### config.mk
export PLATFORM = sky130hd
export DESIGN_NAME = noise_sample_sched_flat
export DESIGN_NICKNAME = d
export VERILOG_FILES = /design/src/rtl/noise_sample_sched_if.sv /design/src/rtl/noise_sample_sched.sv /design/src/flat_wrapper.sv
export SDC_FILE = /design/constraint.sdc
export NUM_CORES = 1
export LEC_CHECK = 0
export CAP_MARGIN = 10
export CORE_MARGIN = 4
export CORE_UTILIZATION = 25
export DETAILED_ROUTE_END_ITERATION = 10
export PLACE_DENSITY_LB_ADDON = 0.3
export REMOVE_ABC_BUFFERS = 1
export SKIP_CTS_REPAIR_TIMING = 1
export SLEW_MARGIN = 20
export SYNTH_ARGS = -nofsm -noshare
export SYNTH_HDL_FRONTEND = slang
export SYNTH_SLANG_ARGS = --single-unit
### constraint.sdc
create_clock -name clk_i -period 4.7 [get_ports clk_i]
set_clock_uncertainty 0.1 [all_clocks]
set_input_delay 0.705 -clock clk_i [delete_from_list [all_inputs] [get_ports clk_i]]
set_output_delay 0.705 -clock clk_i [all_outputs]
set_load 0.01 [all_outputs]
### src/rtl/noise_sample_sched_if.sv
// Signal bundle between the noise sample scheduler, the shared RNG, the requesters
// and the coefficient consumer. master = scheduler side, slave = environment side.
interface noise_sample_sched_if #(
    parameter int NUM_REQ = 3,
    parameter int COEFFS  = 4,
    parameter int RNG_W   = 6,
    parameter int IDX_W   = (COEFFS > 1) ? $clog2(COEFFS) : 1
);
    logic [NUM_REQ-1:0]      req;
    logic [NUM_REQ-1:0]      grant;
    logic [NUM_REQ-1:0]      done;
    logic                    rng_enable;
    logic signed [RNG_W-1:0] rng_value;
    logic                    coeff_valid;
    logic                    coeff_ready;
    logic signed [RNG_W-1:0] coeff_data;
    logic [IDX_W-1:0]        coeff_idx;
    logic                    coeff_last;
    logic [7:0]              reject_cnt;
    logic                    busy;

    modport master (
        input  req, rng_value, coeff_ready,
        output grant, done, rng_enable, coeff_valid, coeff_data,
               coeff_idx, coeff_last, reject_cnt, busy
    );

    modport slave (
        output req, rng_value, coeff_ready,
        input  grant, done, rng_enable, coeff_valid, coeff_data,
               coeff_idx, coeff_last, reject_cnt, busy
    );
endinterface

### src/rtl/noise_sample_sched.sv
// Round-robin owner of the shared noise RNG: draws COEFFS samples per grant, rejects
// samples outside [-ETA,+ETA] and streams the accepted ones out on valid/ready.
module noise_sample_sched #(
    parameter int NUM_REQ = 3,
    parameter int COEFFS  = 4,
    parameter int ETA     = 17,
    parameter int RNG_W   = 6
) (
    input  logic                 clk_i,
    input  logic                 rst_ni,
    noise_sample_sched_if.master bus
);
    localparam int IDX_W = (COEFFS > 1) ? $clog2(COEFFS) : 1;
    localparam int PTR_W = $clog2(NUM_REQ);

    localparam logic signed [RNG_W-1:0] ETA_HI   = RNG_W'(ETA);
    localparam logic signed [RNG_W-1:0] ETA_LO   = RNG_W'(-ETA);
    localparam logic [IDX_W-1:0]        LAST_IDX = IDX_W'(COEFFS - 1);
    localparam logic [PTR_W-1:0]        LAST_PTR = PTR_W'(NUM_REQ - 1);

    typedef enum logic [2:0] {
        S_IDLE,
        S_ISSUE,
        S_CHECK,
        S_SEND,
        S_DONE
    } state_e;

    state_e                  state_q, state_d;
    logic [PTR_W-1:0]        rr_ptr_q, rr_ptr_d;
    logic [PTR_W-1:0]        owner_q, owner_d;
    logic [NUM_REQ-1:0]      grant_q, grant_d;
    logic [IDX_W-1:0]        idx_q, idx_d;
    logic signed [RNG_W-1:0] data_q, data_d;
    logic [7:0]              rej_q, rej_d;

    logic                    pick_found;
    logic [PTR_W-1:0]        pick_idx;
    logic [PTR_W-1:0]        cand;

    function automatic logic [PTR_W-1:0] wrap_add(input logic [PTR_W-1:0] base, input int off);
        int s;
        s = int'(base) + off;
        if (s >= NUM_REQ) s = s - NUM_REQ;
        return PTR_W'(s);
    endfunction

    // First requester found when scanning upward from rr_ptr, wrapping at NUM_REQ.
    always_comb begin
        pick_found = 1'b0;
        pick_idx   = rr_ptr_q;
        cand       = rr_ptr_q;
        for (int k = 0; k < NUM_REQ; k++) begin
            cand = wrap_add(rr_ptr_q, k);
            if (!pick_found && bus.req[cand]) begin
                pick_found = 1'b1;
                pick_idx   = cand;
            end
        end
    end

    always_comb begin
        state_d  = state_q;
        rr_ptr_d = rr_ptr_q;
        owner_d  = owner_q;
        grant_d  = grant_q;
        idx_d    = idx_q;
        data_d   = data_q;
        rej_d    = rej_q;
        case (state_q)
            S_IDLE: begin
                if (pick_found) begin
                    grant_d           = '0;
                    grant_d[pick_idx] = 1'b1;
                    owner_d           = pick_idx;
                    idx_d             = '0;
                    state_d           = S_ISSUE;
                end
            end
            S_ISSUE: state_d = S_CHECK;
            S_CHECK: begin
                if (bus.rng_value >= ETA_LO && bus.rng_value <= ETA_HI) begin
                    data_d  = bus.rng_value;
                    state_d = S_SEND;
                end else begin
                    if (rej_q != 8'hFF) rej_d = rej_q + 8'd1;
                    state_d = S_ISSUE;
                end
            end
            S_SEND: begin
                if (bus.coeff_ready) begin
                    if (idx_q == LAST_IDX) begin
                        state_d = S_DONE;
                    end else begin
                        idx_d   = idx_q + IDX_W'(1);
                        state_d = S_ISSUE;
                    end
                end
            end
            S_DONE: begin
                grant_d  = '0;
                rr_ptr_d = (owner_q == LAST_PTR) ? '0 : owner_q + PTR_W'(1);
                state_d  = S_IDLE;
            end
            default: state_d = S_IDLE;
        endcase
    end

    always_ff @(posedge clk_i or negedge rst_ni) begin
        if (!rst_ni) begin
            state_q  <= S_IDLE;
            rr_ptr_q <= '0;
            owner_q  <= '0;
            grant_q  <= '0;
            idx_q    <= '0;
            data_q   <= '0;
            rej_q    <= '0;
        end else begin
            state_q  <= state_d;
            rr_ptr_q <= rr_ptr_d;
            owner_q  <= owner_d;
            grant_q  <= grant_d;
            idx_q    <= idx_d;
            data_q   <= data_d;
            rej_q    <= rej_d;
        end
    end

    // Outputs are pure decodes of registered state, so reset clears them asynchronously.
    assign bus.grant       = grant_q;
    assign bus.done        = (state_q == S_DONE) ? grant_q : '0;
    assign bus.rng_enable  = (state_q == S_ISSUE);
    assign bus.coeff_valid = (state_q == S_SEND);
    assign bus.coeff_data  = data_q;
    assign bus.coeff_idx   = idx_q;
    assign bus.coeff_last  = (state_q == S_SEND) && (idx_q == LAST_IDX);
    assign bus.reject_cnt  = rej_q;
    assign bus.busy        = (state_q != S_IDLE);

endmodule

### src/flat_wrapper.sv
// flat-port wrapper written by rule: the top's interface ports become plain ports
module noise_sample_sched_flat 
#(
    parameter int NUM_REQ = 3,
    parameter int COEFFS  = 4,
    parameter int ETA     = 17,
    parameter int RNG_W   = 6
)
  (clk_i, rst_ni, bus_req, bus_rng_value, bus_coeff_ready, bus_grant, bus_done, bus_rng_enable, bus_coeff_valid, bus_coeff_data, bus_coeff_idx, bus_coeff_last, bus_reject_cnt, bus_busy);
  noise_sample_sched_if #(.NUM_REQ(NUM_REQ), .COEFFS(COEFFS), .RNG_W(RNG_W)) bus_i ();
  input  logic clk_i;
  input  logic rst_ni;
  input wire logic [$bits(bus_i.req)-1:0] bus_req;
  input wire logic [$bits(bus_i.rng_value)-1:0] bus_rng_value;
  input wire logic [$bits(bus_i.coeff_ready)-1:0] bus_coeff_ready;
  output wire logic [$bits(bus_i.grant)-1:0] bus_grant;
  output wire logic [$bits(bus_i.done)-1:0] bus_done;
  output wire logic [$bits(bus_i.rng_enable)-1:0] bus_rng_enable;
  output wire logic [$bits(bus_i.coeff_valid)-1:0] bus_coeff_valid;
  output wire logic [$bits(bus_i.coeff_data)-1:0] bus_coeff_data;
  output wire logic [$bits(bus_i.coeff_idx)-1:0] bus_coeff_idx;
  output wire logic [$bits(bus_i.coeff_last)-1:0] bus_coeff_last;
  output wire logic [$bits(bus_i.reject_cnt)-1:0] bus_reject_cnt;
  output wire logic [$bits(bus_i.busy)-1:0] bus_busy;
  assign bus_i.req = bus_req;
  assign bus_i.rng_value = bus_rng_value;
  assign bus_i.coeff_ready = bus_coeff_ready;
  assign bus_grant = bus_i.grant;
  assign bus_done = bus_i.done;
  assign bus_rng_enable = bus_i.rng_enable;
  assign bus_coeff_valid = bus_i.coeff_valid;
  assign bus_coeff_data = bus_i.coeff_data;
  assign bus_coeff_idx = bus_i.coeff_idx;
  assign bus_coeff_last = bus_i.coeff_last;
  assign bus_reject_cnt = bus_i.reject_cnt;
  assign bus_busy = bus_i.busy;
  noise_sample_sched #(.NUM_REQ(NUM_REQ), .COEFFS(COEFFS), .ETA(ETA), .RNG_W(RNG_W)) u_core (.clk_i(clk_i), .rst_ni(rst_ni), .bus(bus_i));
endmodule
======== After elaboration in Yosys (flattened, before gate mapping) ========
Index checks and enable logic that the tools add are counted.
word-level totals
  logic and storage cells ................. 83
  flip-flop bits (word level) ............. 26
cells by class
  equal/unequal tests ..................... 10
  muxes and demuxes ....................... 30
  $add $sub $neg .......................... 8
  reductions and logical operators ........ 17
  magnitude comparators ................... 10
  bitwise operators ....................... 1
operator list
  kind                 number
  $mux 2               11
  $mux 3               5
  $lt 2x3->1 const B   4
  $pmux 3 s4           1
  $add 8x1->8 const B  1
  $ne 8x8->1 const B   1
  $reduce_and 2->1     4
  $mux 1               7
  $bmux 1 s2           3
  $eq 3x2->1 const B   2
  $ge 3x2->1 const B   2
  $ge 6x6->1 const B   1
  $le 6x6->1 const B   1
  $pmux 3 s2           1
  $logic_and 1x1->1    5
  $add 2x1->2 const B  2
  $eq 2x2->1 const B   2
  $ne 2x2->1 const B   2
  $pmux 2 s2           1
  $reduce_and 4->1     1
  $reduce_bool 2->1    2
  $sub 2x1->2 const B  2
  $add 2x1->3 const B  1
  $add 2x2->3 const B  1
  12 further kinds     13

======== Longest topological paths before layout ========
  depth after elaboration ................. 17
  mapped depth ............................ 8

======== Worst setup path before layout ========
OpenSTA, ideal clock, no wires.
  path kind ............................... register -> register
  start point ............................. reg u_core.rr_ptr_q[0]
  end point ............................... reg u_core.owner_q[0]
  setup slack ............................. 2.555 ns
  setup time .............................. 0.125 ns
  path buffers ............................ 1
  cell stages (with the launch flop) ...... 9
  data required time ...................... 4.475 ns
  data arrival time ....................... 1.920 ns
  cell sequence ........................... dfrtp_1 -> inv_1 -> ha_1 -> buf_6 -> mux2i_2 -> o22ai_2 -> o31ai_4 -> inv_2 -> mux2_4
between the ends
  word-level cells in the longest chain between the ends .. 12
RTL lines
  item                                                                  RTL line                   text
  from (decl)                                                           noise_sample_sched.sv:30   logic [PTR_W-1:0] rr_ptr_q, rr_ptr_d;
  from (signal assigned)                                                noise_sample_sched.sv:120  rr_ptr_q <= rr_ptr_d;
  parallel branches: the longest is 12 deep, another holds $add 2x1->3  -
  to (signal assigned)                                                  noise_sample_sched.sv:121  owner_q <= owner_d;
  to (decl)                                                             noise_sample_sched.sv:31   logic [PTR_W-1:0] owner_q, owner_d;
Parallel ways; which one is timed is not known. The select of a mux whose other input is x is not followed.
A chain may end at the register's enable or synchronous reset.

======== Worst setup path after layout ========
  start point ............................. in bus_rng_value[3]
  end point ............................... reg u_core.data_q[5], in the netlist u_core.bus.coeff_data[5]
between the ends
  word-level cells in the longest chain between the ends .. 3
RTL lines
  item                                      RTL line                   text
  from (decl)                               flat_wrapper.sv:14         input wire logic [$bits(bus_i.rng_value)-1:0] bus_rng_value;
  $ge 6x6->1 or $le 6x6->1 (tied branches)  noise_sample_sched.sv:82   if (bus.rng_value >= ETA_LO && bus.rng_value <= ETA_HI) begin
  $logic_and 1x1->1 *                       noise_sample_sched.sv:82
  $reduce_and 2->1 (no source line) *       -
  to (signal assigned)                      noise_sample_sched.sv:124  data_q <= data_d;
  to (decl)                                 noise_sample_sched.sv:34   logic signed [RNG_W-1:0] data_q, data_d;
Mark *: on every way between the ends. The rest lies on a longest branch, timed or not.

==> results.py <==
metrics = {
    "timing": {
        "rsz0062_at_grt": "false",
        "post-route-min-period_ps": 2610,
        "drv_slew": 0,
        "finalHoldWorstSlack_ps": 386,
        "hold_viol": 0,
        "relSlewSlack": 0.660,
        "clock.fmax_mhz": 383,
        "fin_crit_sh": 0.556,
        "setup_violations": 0,
        "setup_slack_ps": 2090,
        "tightest_slew_ps": 508,
        "setup_tns_ps": 0,
    },
    "yosys": {
        "synth_top_cell_by_area": "dfrtp_1",
        "synth-edff-count": 0,
        "synthCells": 129,
        "synth_common_cells": "dfrtp_1 (26), nand2_1 (9), and3_1 (7), mux2_2 (7), xnor2_1 (6)",
        "synth.yosys.seq_area_share": 0.450,
        "async_flop_share": 1.00,
        "yosys_warnings": 0,
        "synth_mux_area_frac": 0.0952,
        "synth_fa_ha_area_frac": 0.0433,
        "synthTopCellsByArea": "dfrtp_1 (45%), mux2_2 (5.4%), ha_1 (4.3%), xnor2_1 (3.6%), and3_1 (3.0%)",
        "synthFlopType": "dfrtp_1",
        "avgSynthCellArea_um2": 11.2,
        "synth_top_family_by_area": "simple AND/OR/NAND/NOR gates",
        "synth-simple-area-share": 0.175,
        "netlist_area_um2": 1450,
        "synth_compound_area_frac": 0.157,
        "synth-seq-cells": 26,
        "synth.top_cell.area_share": 0.450,
        "yosysUniqueCellTypes": 51,
        "synth_xor_xnor_area_share": 0.0424,
        "post-synth-top-count-cell": "dfrtp_1",
    },
    "route": {
        "viasPerCell": 4.67,
        "drt_iter0_markers": 22,
        "drt_drc_violations_left": 0,
        "postRouteAntennaNets": 0,
        "first_pass_iters": 4,
        "num_vias": 1112,
        "drt_wl_total_um": 3060,
        "wl_per_cell_um": 12.8,
    },
    "setup_path": {
        "r2r_start": "u_core.rr_ptr_q[0]",
        "critPathRequiredTime_ps": 4760,
        "start_kind": "input port",
        "crit_start": "bus_rng_value[3]",
        "critPathKind": "in -> reg",
        "critical_path_arrival_ps": 2670,
        "rr_worst_depth": 7,
        "crit_fanout": 6,
        "worstSetupEndpoint": "u_core.bus.coeff_data[5]",
        "rr_endpoint": "u_core.owner_q[0]",
        "r2r_setup_slack_ps": 2240,
        "setup.worst_path.end_class": "flop",
    },
    "global_routing": {
        "grt_overflow": 0,
        "grt_max_degree": 27,
        "grt_pass1_vias": 1157,
        "antenna_found_initial": 0,
        "globalRouteTotalUtil": 0.0915,
        "grt_pass1_wl_um": 5460,
    },
    "final_layout": {
        "drive_above_1_share": 0.157,
        "instances_no_fill": 238,
        "diodes": 0,
        "syn2layout_area_growth_pct": 34.8,
        "final_core_util": 0.350,
        "layout.nets": 184,
    },
    "power": {
        "p_switching_mw": 0.396,
        "irDropWorstVdd_v": 0.000271,
        "power_leakage_nw": 0.793,
        "power_density_nw_per_um2": 577,
        "internal_power_mw": 0.728,
        "p_seq_frac": 0.346,
        "clkPwrFrac": 0.165,
        "switching_share": 0.352,
        "comb_power_share": 0.489,
    },
    "placed_design": {
        "dp_worst_setup_slack_ps": 1770,
        "gp_congestion": 0.721,
        "placed_cells": 234,
        "dp_hpwl_um": 2310,
        "numPortBuffers": 37,
    },
    "cts": {
        "cts_made_buffers": 3,
        "cts.sinks": 26,
        "clk_latency_ps": 270,
        "htreeDepth": 1,
        "path_clk_slew_ps": 90,
        "cts_tree": "built",
        "clk_path_buf_depth": 2,
        "root_buffer": "clkbuf_8",
    },
    "floorplanning": {
        "rows": 27,
        "num_io_pins": 38,
        "core_um2": 5570,
        "die_y_um": 84.1,
        "die_area_um2": 7070,
        "initial_utilization": 0.259,
        "die_w_um": 84.1,
    },
    "outcome": {
        "status": "finished clean",
    },
    "hold_path": {
        "hp-class": "reg -> reg",
        "hold_depth": 1,
    },
    "flow_run": {
        "max_cap_violations": 0,
    },
}
## layout make-up
| class | count | area [um^2] |
|---|---|---|
| tap | 72 | 90.1 |
| timing repair buffer | 38 | 378 |
| clock inverter | 1 | 30.0 |
| clock buffer | 3 | 41.3 |
| fill | 582 | 3620 |
| sequential | 26 | 651 |
| multi-input combinational | 93 | 741 |
| inverter | 5 | 18.8 |
## power by group through the flow
stage               Combinational, mW  Sequential, mW  Clock [mW]
floorplan                       0.305           0.407           0
global placement                0.554           0.398           0
detailed placement              0.555           0.393           0
CTS                             0.558           0.391       0.192
global route                    0.611           0.409       0.206
finish                          0.550           0.390       0.185
## critical path, cell delays in order
cell and delay [ps]:
clkdlybuf4s50_1 440, o31a_1 300, mux2i_1 330, nor2b_1 500
mux2_2 390
## worst min-delay path by stage
| stage | from | to | slack [ps] |
|---|---|---|---|
| after global placement | u_core.owner_q[0] | u_core.rr_ptr_q[0] | 370 |
| after floorplan | rst_ni | u_core.bus.coeff_data[0] | 310 |
| after CTS | u_core.owner_q[0] | u_core.rr_ptr_q[0] | 400 |
| final | u_core.owner_q[0] | u_core.rr_ptr_q[0] | 390 |
| after detailed placement | u_core.owner_q[0] | u_core.rr_ptr_q[0] | 380 |
| after global routing | u_core.bus.reject_cnt[6] | u_core.bus.reject_cnt[6] | 430 |
## flip-flops by register name, summed over array words and instances (netlist names)
signal	flops
u_core.bus.reject_cnt	8
u_core.bus.coeff_data	6
u_core.bus.grant	3
u_core.state_q	3
u_core.bus.coeff_idx	2
u_core.owner_q	2
u_core.rr_ptr_q	2
## kinds of logic (layout without fill, tap and decap cells)
logic type	after synthesis	in the layout
AO/OA/AOI/OAI	25	25
XOR/XNOR	7	7
adder cells (fa/ha/maj)	5	5
buffers and inverters	10	47
flip-flops	26	26
multiplexers	12	12
AND/OR/NAND/NOR	44	44
## per-stage QoR
step                      instance area [um^2]  total power [mW]
after floorplan                           1410             0.711
after global placement                    1880             0.952
after detailed placement                  1880             0.948
after CTS                                 1950              1.14
after global routing                      1950              1.23
final                                     1950              1.12
## placed cells by master (no fill, tap or decap), types with 4 or more instances in the layout
master | netlist | layout
mux2_2 | 7 | 7
nand2_1 | 9 | 9
dfrtp_1 | 26 | 26
inv_1 | 4 | 4
and3_1 | 7 | 7
xnor2_1 | 6 | 6
nor2_1 | 5 | 5
clkdlybuf4s50_1 | 0 | 37
ha_1 | 5 | 5
## routing by layer
metal  vias up  track usage  share of wire
met5         -            0              0
met4         0       0.0307         0.0056
met3         2       0.0247          0.064
met2        28        0.140           0.43
met1       527        0.124           0.50
li1        555            -              -
(Power assumes the default switching activity.)
